==> config.mk <==
export PLATFORM = sky130hd
export DESIGN_NAME = vram_arbiter
export DESIGN_NICKNAME = d
export VERILOG_FILES = /design/src/rtl/vram_arbiter.sv
export SDC_FILE = /design/constraint.sdc
export NUM_CORES = 1
export LEC_CHECK = 0
export CORE_MARGIN = 4
export CORE_UTILIZATION = 43
export DETAILED_ROUTE_END_ITERATION = 6
export GPL_ROUTABILITY_DRIVEN = 0
export PLACE_DENSITY = 0.82
export SYNTH_ARGS = -nofsm -noshare
export SYNTH_HDL_FRONTEND = slang
export SYNTH_SLANG_ARGS = --single-unit
==> constraint.sdc <==
create_clock -name clk_sys -period 1.8 [get_ports clk_sys]
set_input_delay 0.27 -clock clk_sys [delete_from_list [all_inputs] [get_ports clk_sys]]
set_output_delay 0.27 -clock clk_sys [all_outputs]
set_load 0.03 [all_outputs]
==> src/rtl/vram_arbiter.sv <==
// vram_arbiter: shares the single-port 16K x 16 video RAM between the scanline
// fetch engine (strict priority) and the CPU bus (stb/ack, word or byte writes).
module vram_arbiter #(
    parameter int unsigned AW = 14
) (
    input  logic          clk_sys,
    input  logic          reset,
    // video fetch port
    input  logic          vid_req,
    input  logic [AW-1:0] vid_addr,
    output logic [15:0]   vid_data,
    output logic          vid_valid,
    output logic          vid_ovr,
    // CPU bus port
    input  logic          cpu_stb,
    input  logic          cpu_we,
    input  logic [1:0]    cpu_wtbt,
    input  logic [AW-1:0] cpu_addr,
    input  logic [15:0]   cpu_din,
    output logic [15:0]   cpu_dout,
    output logic          cpu_ack,
    // physical RAM port
    output logic [AW-1:0] ram_addr,
    output logic [15:0]   ram_wdata,
    output logic          ram_we,
    output logic [1:0]    ram_be,
    input  logic [15:0]   ram_rdata
);

    localparam logic [2:0] S_IDLE   = 3'd0;
    localparam logic [2:0] S_VISSUE = 3'd1;
    localparam logic [2:0] S_VCAP   = 3'd2;
    localparam logic [2:0] S_CISSUE = 3'd3;
    localparam logic [2:0] S_CCAP   = 3'd4;

    logic [2:0]    state;
    logic [2:0]    state_nxt;
    logic          vid_take_c;
    logic          cpu_take_c;

    logic          vid_pend;
    logic [AW-1:0] vid_addr_q;
    logic          cpu_pend;
    logic          cpu_arm;

    // State register
    always_ff @(posedge clk_sys) begin
        if (reset) begin
            state <= S_IDLE;
        end else begin
            state <= state_nxt;
        end
    end

    // Next state and grant decode; video always wins in IDLE
    always_comb begin
        state_nxt  = state;
        vid_take_c = 1'b0;
        cpu_take_c = 1'b0;
        case (state)
            S_IDLE: begin
                if (vid_pend) begin
                    vid_take_c = 1'b1;
                    state_nxt  = S_VISSUE;
                end else if (cpu_pend) begin
                    cpu_take_c = 1'b1;
                    state_nxt  = S_CISSUE;
                end
            end
            S_VISSUE: state_nxt = S_VCAP;
            S_VCAP:   state_nxt = S_IDLE;
            S_CISSUE: state_nxt = S_CCAP;
            S_CCAP:   state_nxt = S_IDLE;
            default:  state_nxt = S_IDLE;
        endcase
    end

    // Request capture; cpu_arm blocks re-triggering until the strobe has dropped
    always_ff @(posedge clk_sys) begin
        if (reset) begin
            vid_pend   <= 1'b0;
            vid_addr_q <= '0;
            vid_ovr    <= 1'b0;
            cpu_pend   <= 1'b0;
            cpu_arm    <= 1'b0;
        end else begin
            if (vid_req) begin
                vid_pend   <= 1'b1;
                vid_addr_q <= vid_addr;
                if (vid_pend) begin
                    vid_ovr <= 1'b1;
                end
            end else if (vid_take_c) begin
                vid_pend <= 1'b0;
            end

            if (cpu_take_c) begin
                cpu_pend <= 1'b0;
            end
            if (!cpu_stb) begin
                cpu_arm <= 1'b1;
            end else if (cpu_arm && !cpu_ack) begin
                cpu_pend <= 1'b1;
                cpu_arm  <= 1'b0;
            end
        end
    end

    // RAM issue and read-data capture for both requesters
    always_ff @(posedge clk_sys) begin
        if (reset) begin
            ram_addr  <= '0;
            ram_wdata <= '0;
            ram_we    <= 1'b0;
            ram_be    <= 2'b00;
            vid_data  <= '0;
            vid_valid <= 1'b0;
            cpu_dout  <= '0;
            cpu_ack   <= 1'b0;
        end else begin
            vid_valid <= 1'b0;

            if (vid_take_c) begin
                ram_addr <= vid_addr_q;
                ram_we   <= 1'b0;
            end else if (cpu_take_c) begin
                ram_addr  <= cpu_addr;
                ram_wdata <= cpu_din;
                ram_we    <= cpu_we;
                ram_be    <= (cpu_wtbt == 2'b00) ? 2'b11 : cpu_wtbt;
            end

            if (state == S_CISSUE) begin
                ram_we <= 1'b0;
            end

            if (state == S_VCAP) begin
                vid_data  <= ram_rdata;
                vid_valid <= 1'b1;
            end

            if (state == S_CCAP) begin
                cpu_dout <= ram_rdata;
                cpu_ack  <= 1'b1;
            end else if (!cpu_stb) begin
                cpu_ack <= 1'b0;
            end
        end
    end

endmodule
==> results.py <==
metrics = {
    "critical_path": {
        "crit_path_max_incr_delay_ns": 0.70,
        "critPathLaunchType": "flip-flop",
        "crit_required_ns": 1.53,
        "cp-end-kind": "output port",
        "cp_data_arrival_time_ns": 1.42,
        "worst-path-buf-inv": 1,
        "critical_path_class": "flip-flop to output port",
        "crit_family": "buffers and inverters",
        "path_cells": "clkdlybuf4s50_1",
        "crit_path_top_delay_cell": "clkdlybuf4s50_1",
        "crit_fanout": 2,
    },
    "sta": {
        "fin_ws_ns": 0.113,
        "final_hold_viol_count": 0,
        "tightest_slew_ns": 0.885,
        "setup_violations": 0,
        "setup_tns_ns": 0,
        "slew_viol_final": 0,
        "min_period_ns": 1.69,
        "maxSlewHeadroom_pct": 40.8,
        "fmax_mhz": 593,
        "period_share_pct": 93.7,
        "rsz0062_at_grt": "no",
        "fin_skew_ns": 0.0133,
    },
    "yosys": {
        "synth_area_per_cell_um2": 9.70,
        "syn-num-nets": 406,
        "synth_cell_types": 27,
        "synth_area_leaders": "dfxtp_1, mux2i_1, nor2_1",
        "ys_seq_area_share_pct": 53.6,
        "ys_dominant_reg_cell": "dfxtp_1",
        "synth_edf_count": 0,
        "syn_area_um2": 3290,
        "synth.most_common_cell": "dfxtp_1",
        "synth_area_leader_cell": "dfxtp_1",
        "async_reset_ff_share_pct": 0,
        "synth_seq_cells": 88,
        "synth_cells": 339,
        "ys.warnings.count": 0,
        "synth.top_cells.by_count": "dfxtp_1, nor2_1, mux2i_1, a21oi_1, o21ai_0",
        "synth_top_area_share_pct": 53.6,
    },
    "global_route": {
        "overflow": 0,
        "grt_pass1_wl_um": 14100,
        "grt_pass1_vias": 2910,
        "track_usage_pct": 19.9,
        "grt_antenna_before_repair": 0,
        "grt_max_degree": 70,
    },
    "floorplanning": {
        "dieWidth_um": 95.4,
        "row_count": 31,
        "start_util_pct": 44.8,
        "core_um2": 7330,
        "ios": 135,
        "die-area_um2": 9110,
        "die-height_um": 95.4,
    },
    "placed_design": {
        "portBuffers": 134,
        "place_ws_ns": 0.222,
        "dp_hpwl_um": 6360,
    },
    "final_layout": {
        "nets": 535,
        "drive_above_1_share_pct": 7.42,
        "diodes": 0,
        "syn2layout_area_growth_pct": 49.9,
    },
    "power_and_ir_drop": {
        "pwr_density_cell_nw_per_um2": 824,
        "p_comb_share_pct": 14.9,
        "netSwitchingFraction_pct": 24.7,
        "seq_power_share_pct": 50.5,
        "p_leak_nw": 1.75,
        "p_sw_w": 0.00100,
        "peakVddDrop_v": 0.000689,
        "clockPowerShare_pct": 34.6,
        "intPower_w": 0.00306,
    },
    "detailed_routing": {
        "drt-total-wl_um": 9020,
        "vias": 2924,
        "drc": 0,
        "drt-wirelength-per-cell_um": 15.8,
        "drt_iter0_markers": 123,
        "drt-pass1-iter-count": 4,
        "postRouteAntennaNets": 0,
        "routed_via_density": 5.12,
    },
    "clock_tree": {
        "postCtsSetupBuffers": 0,
        "cts_sinks": 88,
        "clock_path_buffers": 2,
        "postCtsHoldBufs": 0,
        "cts_resized": 0,
        "clockRootBuffer": "clkbuf_8",
        "cts_tree": "built",
        "numCtsBuffers": 9,
        "htree_levels": 3,
        "clock_latency_ns": 0.35,
        "path_clk_slew_ns": 0.09,
    },
    "outcome": {
        "status": "finished, final reports clean",
    },
    "min_path": {
        "hp-class": "primary input to flip-flop",
    },
    "job": {
        "drv_cap": 0,
    },
}
worst paths after layout:
check / from / to / slack [ns] / depth (start not counted)
hold / removal: reset / ram_wdata[11] / 0.33 / 2
setup reg to reg: state[0] / ram_addr[1] / 0.22 / 4
hold reg to reg: cpu_arm / cpu_arm / 0.47 / 2
setup / recovery: ram_addr[6] / ram_addr[6] / 0.11 / 1
power by group through the flow:
stage	Clock, W	Sequential, W	Combinational (W)
2_1_floorplan	0	0.00217	0.000229
3_3_place_gp	0	0.00209	0.000593
6_report	0.00140	0.00205	0.000605
4_1_cts	0.00144	0.00205	0.000608
3_5_place_dp	0	0.00210	0.000605
5_1_grt	0.00152	0.00206	0.000651
cell families (layout without fill, tap and decap cells):
family / after synthesis / count (layout) / synth area share, %
buffers and inverters: 33 / 166 / 5.37
AOI/OAI and AO/OA: 85 / 85 / 14.7
DFF: 88 / 88 / 53.6
muxes: 46 / 46 / 14.0
and+or+nand+nor: 87 / 87 / 12.3
layout make-up:
class                   count  area, µm²
flip-flops and latches     88       1760
repair buffers            149       1460
well taps                  99        124
clock buffers              13        169
multi-input cells         218       1370
clock inverters             2       37.5
inverters                   2       7.51
fillers                   560       2400
through the flow:
step	utilization [%]	power [W]	instance area (µm²)	hold WS, ns	instances
final	67.2	0.00406	4930	0.329	571
after global routing	67.2	0.00423	4930	0.341	571
after CTS	67.2	0.00409	4930	0.312	571
after detailed placement	64.4	0.00270	4720	0.466	556
after global placement	64.4	0.00269	4720	0.450	556
after floorplan	-	0.00240	3290	0.362	339
sequential cells by signal, indices dropped and copies added, names as in the netlist, 2 cells and up:
name / count
vid_addr_q: 14
ram_addr: 14
ram_wdata: 16
ram_be: 2
vid_data: 16
state: 3
cpu_dout: 16
cell usage in the layout, fill, tap and decap left out, types with 3 or more instances in the layout:
cell type and instances:
a21oi_1 38, a32oi_1 13, buf_4 14, clkbuf_8 12, clkdlybuf4s50_1 133, dfxtp_1 88
mux2i_1 46, nand3_1 17, nor2_1 52, nor3_1 3, o21ai_0 25, o21ai_1 6
metal layers:
layer | vias to the layer above | wire length (µm) | global-route usage [%]
met5 | - | 0 | 0
met4 | 0 | 107 | 7.58
met3 | 11 | 939 | 9.08
met2 | 112 | 4170 | 31.3
met1 | 1344 | 3800 | 23.9
li1 | 1457 | - | -
Power figures use the tool's default switching activity.
